## config.mk

```make
export PLATFORM = sky130hd
export DESIGN_NAME = clkdiv_monitor
export DESIGN_NICKNAME = d
export VERILOG_FILES = /design/src/rtl/clkdiv_monitor.sv
export SDC_FILE = /design/constraint.sdc
export NUM_CORES = 1
export LEC_CHECK = 0
export ABC_CLOCK_PERIOD_IN_PS = 2400
export BUFFER_PORTS_ARGS = -buffer_cell sky130_fd_sc_hd__buf_2
export CAP_MARGIN = 20
export CORE_ASPECT_RATIO = 0.75
export CORE_MARGIN = 5
export CORE_UTILIZATION = 45
export CTS_CLUSTER_DIAMETER = 120
export DETAILED_ROUTE_END_ITERATION = 16
export GPL_ROUTABILITY_DRIVEN = 0
export PLACE_DENSITY = 0.65
export SLEW_MARGIN = 20
export SYNTH_ARGS = -nofsm -noshare
export SYNTH_HDL_FRONTEND = slang
export SYNTH_SLANG_ARGS = --single-unit
```

## constraint.sdc

```tcl
create_clock -name CLK -period 2.4 [get_ports CLK]
set_input_delay 0.36 -clock CLK [delete_from_list [all_inputs] [get_ports CLK]]
set_output_delay 0.36 -clock CLK [all_outputs]
set_load 0.005 [all_outputs]
```

## src/rtl/clkdiv_monitor.sv

```systemverilog
// Watches a CLK-synchronous divided clock: edge strobes, phase-length reports,
// lock tracking against DIV_HALF, sticky phase errors and stall detection.
module clkdiv_monitor #(
  parameter int DIV_HALF   = 2,
  parameter int LOCK_COUNT = 4,
  parameter int TIMEOUT    = 16,
  parameter int CNT_W      = 8
) (
  input  logic             CLK,
  input  logic             RST,
  input  logic             CLKIN,
  input  logic             CLR_ERR,
  output logic             RISE,
  output logic             FALL,
  output logic [CNT_W-1:0] HIGH_CNT,
  output logic [CNT_W-1:0] LOW_CNT,
  output logic             LOCKED,
  output logic             ERR,
  output logic             STALL
);
  localparam int GOOD_TARGET = 2 * LOCK_COUNT;
  localparam int GW          = $clog2(GOOD_TARGET + 1);
  localparam logic [CNT_W-1:0] TO    = CNT_W'(TIMEOUT);
  localparam logic [CNT_W-1:0] TO_M1 = CNT_W'(TIMEOUT - 1);
  localparam logic [CNT_W-1:0] DH    = CNT_W'(DIV_HALF);
  localparam logic [GW-1:0]    GT    = GW'(GOOD_TARGET);

  typedef enum logic [1:0] {ST_SYNC, ST_CHECK, ST_LOCKED, ST_FAULT} state_t;

  state_t           state_q, state_d;
  logic             s0_q, s0_d, s1_q, s1_d, primed_q, primed_d;
  logic [CNT_W-1:0] run_cnt_q, run_cnt_d;
  logic [CNT_W-1:0] high_cnt_q, high_cnt_d, low_cnt_q, low_cnt_d;
  logic [GW-1:0]    good_cnt_q, good_cnt_d;
  logic             rise_q, rise_d, fall_q, fall_d;
  logic             locked_q, locked_d, err_q, err_d, stall_q, stall_d;
  logic             transition, phase_good, stall_evt, err_set;

  always_comb begin
    // The first sample after reset seeds both taps so it cannot look like an edge.
    s0_d       = CLKIN;
    s1_d       = primed_q ? s0_q : CLKIN;
    primed_d   = 1'b1;
    transition = primed_q && (s0_q != s1_q);
    phase_good = (run_cnt_q == DH);
    stall_evt  = !transition && (run_cnt_q == TO_M1);
    rise_d     = transition && s0_q;
    fall_d     = transition && !s0_q;

    if (transition)              run_cnt_d = CNT_W'(1);
    else if (run_cnt_q == TO)    run_cnt_d = TO;
    else                         run_cnt_d = run_cnt_q + CNT_W'(1);

    state_d    = state_q;
    good_cnt_d = good_cnt_q;
    high_cnt_d = high_cnt_q;
    low_cnt_d  = low_cnt_q;
    locked_d   = locked_q;
    err_d      = err_q;
    stall_d    = stall_q;
    err_set    = 1'b0;

    if (transition) begin
      stall_d = 1'b0;
      // SYNC ends a partial phase, so its length is not reported.
      if (state_q != ST_SYNC) begin
        if (s0_q) low_cnt_d  = run_cnt_q;
        else      high_cnt_d = run_cnt_q;
      end
      unique case (state_q)
        ST_SYNC: begin
          good_cnt_d = '0;
          state_d    = ST_CHECK;
        end
        ST_CHECK: begin
          if (phase_good) begin
            good_cnt_d = good_cnt_q + GW'(1);
            if (good_cnt_d == GT) begin
              locked_d = 1'b1;
              state_d  = ST_LOCKED;
            end
          end else begin
            good_cnt_d = '0;
          end
        end
        ST_LOCKED: begin
          if (!phase_good) begin
            err_set  = 1'b1;
            locked_d = 1'b0;
            state_d  = ST_FAULT;
          end
        end
        default: ;
      endcase
    end else if (stall_evt) begin
      stall_d = 1'b1;
      if (state_q == ST_LOCKED) begin
        err_set  = 1'b1;
        locked_d = 1'b0;
        state_d  = ST_SYNC;
      end else if (state_q == ST_CHECK) begin
        state_d = ST_SYNC;
      end
    end

    if (CLR_ERR) begin
      err_d = 1'b0;
      if (state_q == ST_FAULT) state_d = ST_SYNC;
    end
    // A fresh error outranks a simultaneous clear.
    if (err_set) err_d = 1'b1;
  end

  always_ff @(posedge CLK or posedge RST) begin
    if (RST) begin
      state_q    <= ST_SYNC;
      s0_q       <= 1'b0;
      s1_q       <= 1'b0;
      primed_q   <= 1'b0;
      run_cnt_q  <= '0;
      good_cnt_q <= '0;
      high_cnt_q <= '0;
      low_cnt_q  <= '0;
      rise_q     <= 1'b0;
      fall_q     <= 1'b0;
      locked_q   <= 1'b0;
      err_q      <= 1'b0;
      stall_q    <= 1'b0;
    end else begin
      state_q    <= state_d;
      s0_q       <= s0_d;
      s1_q       <= s1_d;
      primed_q   <= primed_d;
      run_cnt_q  <= run_cnt_d;
      good_cnt_q <= good_cnt_d;
      high_cnt_q <= high_cnt_d;
      low_cnt_q  <= low_cnt_d;
      rise_q     <= rise_d;
      fall_q     <= fall_d;
      locked_q   <= locked_d;
      err_q      <= err_d;
      stall_q    <= stall_d;
    end
  end

  assign RISE     = rise_q;
  assign FALL     = fall_q;
  assign HIGH_CNT = high_cnt_q;
  assign LOW_CNT  = low_cnt_q;
  assign LOCKED   = locked_q;
  assign ERR      = err_q;
  assign STALL    = stall_q;
endmodule

```

==> Word-level counts from Yosys, hierarchy flattened <==
Index checks and enable logic that the tools add are counted.
{ "totals": {"elab_cells": 75, "out_inout_bits": 21, "in_bits": 4, "reg_bits": 38} }
{ "op_classes": {"eq_ne": 11, "n_addsub": 2, "n_bitwise": 1, "muxes": 31, "reduce_logical": 17} }
{ "ops": {"columns": ["cell", "count"], "rows": [
  ["two-way mux 2 bit", 9],
  ["two-way mux 1 bit", 16],
  ["two-way mux 8 bit", 2],
  ["nonzero test 2 bit", 6],
  ["inequality test 3 bit, second input constant", 3],
  ["adder 8 x 1 -> 8 bit, second input constant", 1],
  ["== test 8 x 2 -> 1 bit, second input constant", 1],
  ["== test 8 x 4 -> 1 bit, second input constant", 1],
  ["== test 8 x 5 -> 1 bit, second input constant", 1],
  ["case mux 4 bit (2 select lines)", 1],
  ["case mux 2 bit (3 select lines)", 1],
  ["AND reduction 3 bit", 2],
  ["AND reduction 6 bit", 1],
  ["adder 4 x 1 -> 4 bit, second input constant", 1],
  ["== test 2 bit, second input constant", 2],
  ["== test 4 bit, second input constant", 1],
  ["logical AND 1 bit", 4],
  ["two-way mux 4 bit", 1],
  ["== test 2 x 1 -> 1 bit, second input constant", 1],
  ["zero test 1 bit", 2],
  ["zero test 2 bit", 1],
  ["case mux 1 bit (2 select lines)", 1],
  ["AND reduction 2 bit", 1],
  ["inequality test 1 bit", 1],
  ["NOT 1 bit", 1]
]} }

==> Logic depth before layout (Yosys ltp) <==
{ "logic_depth": {"ltp_word": 8, "ltp_mapped": 6, "mapped_depth_nobuf": 6} }

==> Least setup slack after synthesis <==
No wires, ideal clock.
{ "synth_timing": {"path_type": "reg2reg", "startpoint": "register run_cnt_q[0]", "endpoint": "register locked_q (netlist: LOCKED)", "path_slack_ns": 0.577, "period_less_slack_ns": 1.823, "setup_ns": 0.065, "t_arrival_ns": 1.758, "n_path_buf": 0, "t_required_ns": 2.335, "path_stages_with_launch": 7, "path_cell_list": "dfrtp_1 inv_1 ha_1 or3b_2 nor4b_4 a21oi_2 o21ba_1"} }
{ "synth_via": {"elab_chain_cells": 4, "elab_cells_between_ends": 7, "cone_classes": "4 x eq/ne; 3 x reduce/logical"} }
{ "synth_lines": {"columns": ["element", "line_no", "text"], "rows": [
  ["from (decl)", "32", "logic [CNT_W-1:0] run_cnt_q, run_cnt_d;"],
  ["from (signal assigned)", "134", "run_cnt_q <= run_cnt_d;"],
  ["== test 8 x 4 -> 1 bit", "46", "stall_evt = !transition && (run_cnt_q == TO_M1);"],
  ["logical AND 1 bit", "46", null],
  ["nonzero test 2 bit (no line)", null, null],
  ["AND reduction 6 bit (no line) *", null, null],
  ["to (signal assigned)", "140", "locked_q <= locked_d;"],
  ["to (decl)", "36", "logic locked_q, locked_d, err_q, err_d, stall_q, stall_d;"]
]} }
Every way passes the cells marked *; elsewhere a longest branch is shown, timed or not.
A chain may end at the register's enable or synchronous reset.

==> Worst setup path after layout <==
Same ends and word-level chain as after synthesis.

==> run metrics <==
buffers added on ports 24; Slew HR 66.66%; via count 1139; number of nets in the layout 181; Ant. Diodes 0; Sequential Power Share 45.5%; Setup TNS 0 ps; M2 GR Usage 21.27%; ratio of final minimum period to clock period 81.49%; R2R cell count 6; Pwr Total 1875 uW; maximum vdd drop 0.0006854 V; Tmin final 1956 ps; unrepaired setup endpoints after global routing no; Area Overhead vs Synth 17.37%; Worst-path clk slew 70 ps; P_leak 0.001026 uW; nature of the critical path endpoint register; Syn Area/Cell 12.02 sq um; cell row count 19; Post-CTS Resized 0; largest stage delay on the critical path 490 ps; Net Sw Frac 26.16%; Yosys cell types 41; status completed; dpl hpwl 2371 um; combinational share of power 18.9%; initial drt markers 39; post-synth top area cell dfrtp_1; Psw 490.5 uW; CTS tree built; r2r endpoint LOCKED$_DFFE_PP0P_; slowest CP cell or3b_2; antenna violations before repair 0; Die Width 81.86 um; area share of the largest cell type after synthesis 54.56%; DRT antenna net count 0; Power Dens Cells 916.4 nW/um^2; Critical Path Sink LOCKED$_DFFE_PP0P_; Core Area 3709 sq um; Setup crit start kind register; largest net degree at the start of global routing 39; final setup violation count 0; wire per inst 14.32 um; Mapped Nets 153; Die Y 63.90 um; CTS Sinks 38; clk_lat worst skew 290 ps; drt pass-1 iters 4; GRT overflow 0; Post-CTS Setup Inserts 0; CTS hold repair buffers 0; crit path launch run_cnt_q[0]$_DFF_PP0_; MaxCap Viol Count 0; flop-to-flop setup slack 440 ps; WP data required 2630 ps; drc violations 0; async set-reset flop share out of synthesis 100.0%; clock buffer depth 2; Worst EP arrival 2180 ps; post-detailed-route via-to-cell ratio 5.040; first-pass GRT wire length 5789 um; Die Footprint 5230 sq um; vias in the first global route 1202; grt met3 use 4.635%; CTS Root Buffer Type clkbuf_8; met1 Track Usage GR 20.47%; Slew Limit Fails 0; Initial Utilization 47.00%; worst-margin pin slew 495.5 ps; Ports 25; Fin. Hold Viols 0; critical path peak fanout 6; Syn Inst Count 145; yosys warns 0; Inserted Clock Buffers 5; synthesized flop and latch total 38; H-tree depth 2; worst r2r src run_cnt_q[0]$_DFF_PP0_; total wire length 3236 um; Tightest Hold Check Type input pin to asynchronous set/reset pin; GRT Total Usage 14.46%; Clk pwr share 35.6%; Max Clock Skew 5.396 ps; Post-synth EDFFs 0; max frequency 0.5113 GHz; cell-internal power 1384 uW; Layout fillers 336; layout cells sized above 1 34.48%; CP Class register to register; GR peak layer met2; sequential share of the synthesized area 54.56%; Post-synth top flop dfrtp_1; worst-path cell chain inv_1 -> ha_1 -> or3b_2 -> nor4b_4 -> a21oi_2 -> o21ba_1; Mapped Area 1743 sq um; largest cells by area after synthesis dfrtp_1, mux2_2, ha_1, nor2_1, xor2_1
==> state kept, by name (all words and copies together), names as in the netlist <==
| name | cells |
|---|---|
| RISE | 1 |
| LOW_CNT | 8 |
| run_cnt_q | 8 |
| STALL | 1 |
| ERR | 1 |
| state_q | 2 |
| good_cnt_q | 4 |
| s0_q | 1 |
| FALL | 1 |
| LOCKED | 1 |
| HIGH_CNT | 8 |
| primed_q | 1 |
| s1_q | 1 |
==> routing by layer <==
metal  vias up  share of wire (%)  routed length, um
li1        561                  -                  -
met1       539                 49               1594
met2        31                 43               1377
met3         8                6.8                221
met4         0                1.3                 42
met5         -                  0                  0
==> stage by stage <==
| stage | setup slack, ps | std cells | hold WS [ps] | utilization, % | area [sq um] |
|---|---|---|---|---|---|
| after detailed placement | 435.1 | 218 | 487.5 | 51.32 | 1903 |
| after CTS | 420.1 | 226 | 186.2 | 55.16 | 2046 |
| after global placement | 486.9 | 218 | 484.4 | 51.32 | 1903 |
| final | 444.3 | 226 | 169.7 | 55.16 | 2046 |
| after floorplan | 577.2 | 145 | 391.4 | - | 1743 |
| after global routing | 295.9 | 226 | 177.3 | 55.16 | 2046 |
==> critical path: cells and delay by family, from the launching register on <==
family	cells	cell delay [ps]
compound gates	2	300
fa+ha+maj	1	160
buf+inv	1	110
flops	1	410
simple gates	2	920
==> synth_stat cells (2+ instances only) <==
master	n
xnor2_1	3
inv_1	5
nand4_1	2
nand2b_1	3
o31ai_1	2
nand2_1	10
a21oi_1	4
a22o_1	2
xor2_1	5
clkbuf_1	3
nand3_1	4
nand3b_1	2
mux2_2	18
dfrtp_1	38
and2_1	3
nor2_1	13
ha_1	4
==> worst min-delay path by stage <==
stage / startpoint / to / slack, ps
floorplan: CLKIN / s0_q$_DFF_PP0_ / 390
global placement: LOW_CNT[3]$_DFFE_PP0P_ / LOW_CNT[3]$_DFFE_PP0P_ / 480
detailed placement: CLKIN / s0_q$_DFF_PP0_ / 490
CTS: RST / s0_q$_DFF_PP0_ / 190
global route: CLKIN / s0_q$_DFF_PP0_ / 180
finish: RST / s1_q$_DFF_PP0_ / 170
==> cell usage in the layout (no fill, tap or decap), drive strengths merged, types with 3 or more instances in the layout <==
| cell type | synthesis | final |
|---|---|---|
| a21oi | 5 | 5 |
| and2 | 3 | 3 |
| buf | 2 | 27 |
| clkbuf | 4 | 6 |
| dfrtp | 38 | 38 |
| ha | 4 | 4 |
| inv | 5 | 5 |
| mux2 | 18 | 18 |
| nand2 | 10 | 10 |
| nand2b | 3 | 3 |
| nand3 | 4 | 4 |
| nor2 | 13 | 13 |
| xnor2 | 3 | 3 |
| xor2 | 5 | 5 |
==> cells by family after synthesis <==
logic type / synth area share [%]
and+or+nand+nor: 15.79
DFF: 54.56
muxes: 11.63
AOI/OAI and AO/OA: 7.108
buffers and inverters: 3.805
xor gates and xnor gates: 4.020
adders and majority gates: 2.872
other: 0.2152
==> power by group through the flow <==
stage / combinational (uW) / clock [uW] / sequential, uW
global placement: 352 / 0 / 860
floorplan: 242 / 0 / 846
finish: 355 / 667 / 853
detailed placement: 360 / 0 / 865
global route: 405 / 713 / 879
CTS: 363 / 676 / 854
==> layout make-up <==
class	count	area, sq um	share of cell area [%]
clock buffer	6	82.58	4.037
clock inverter	2	60.06	2.936
inverter	5	18.77	0.9174
multi-input combinational	96	725.7	35.47
sequential	38	950.9	46.48
tap	52	65.06	3.180
timing repair buffer	27	142.6	6.972
No activity file was read; power rests on OpenSTA's default activity.
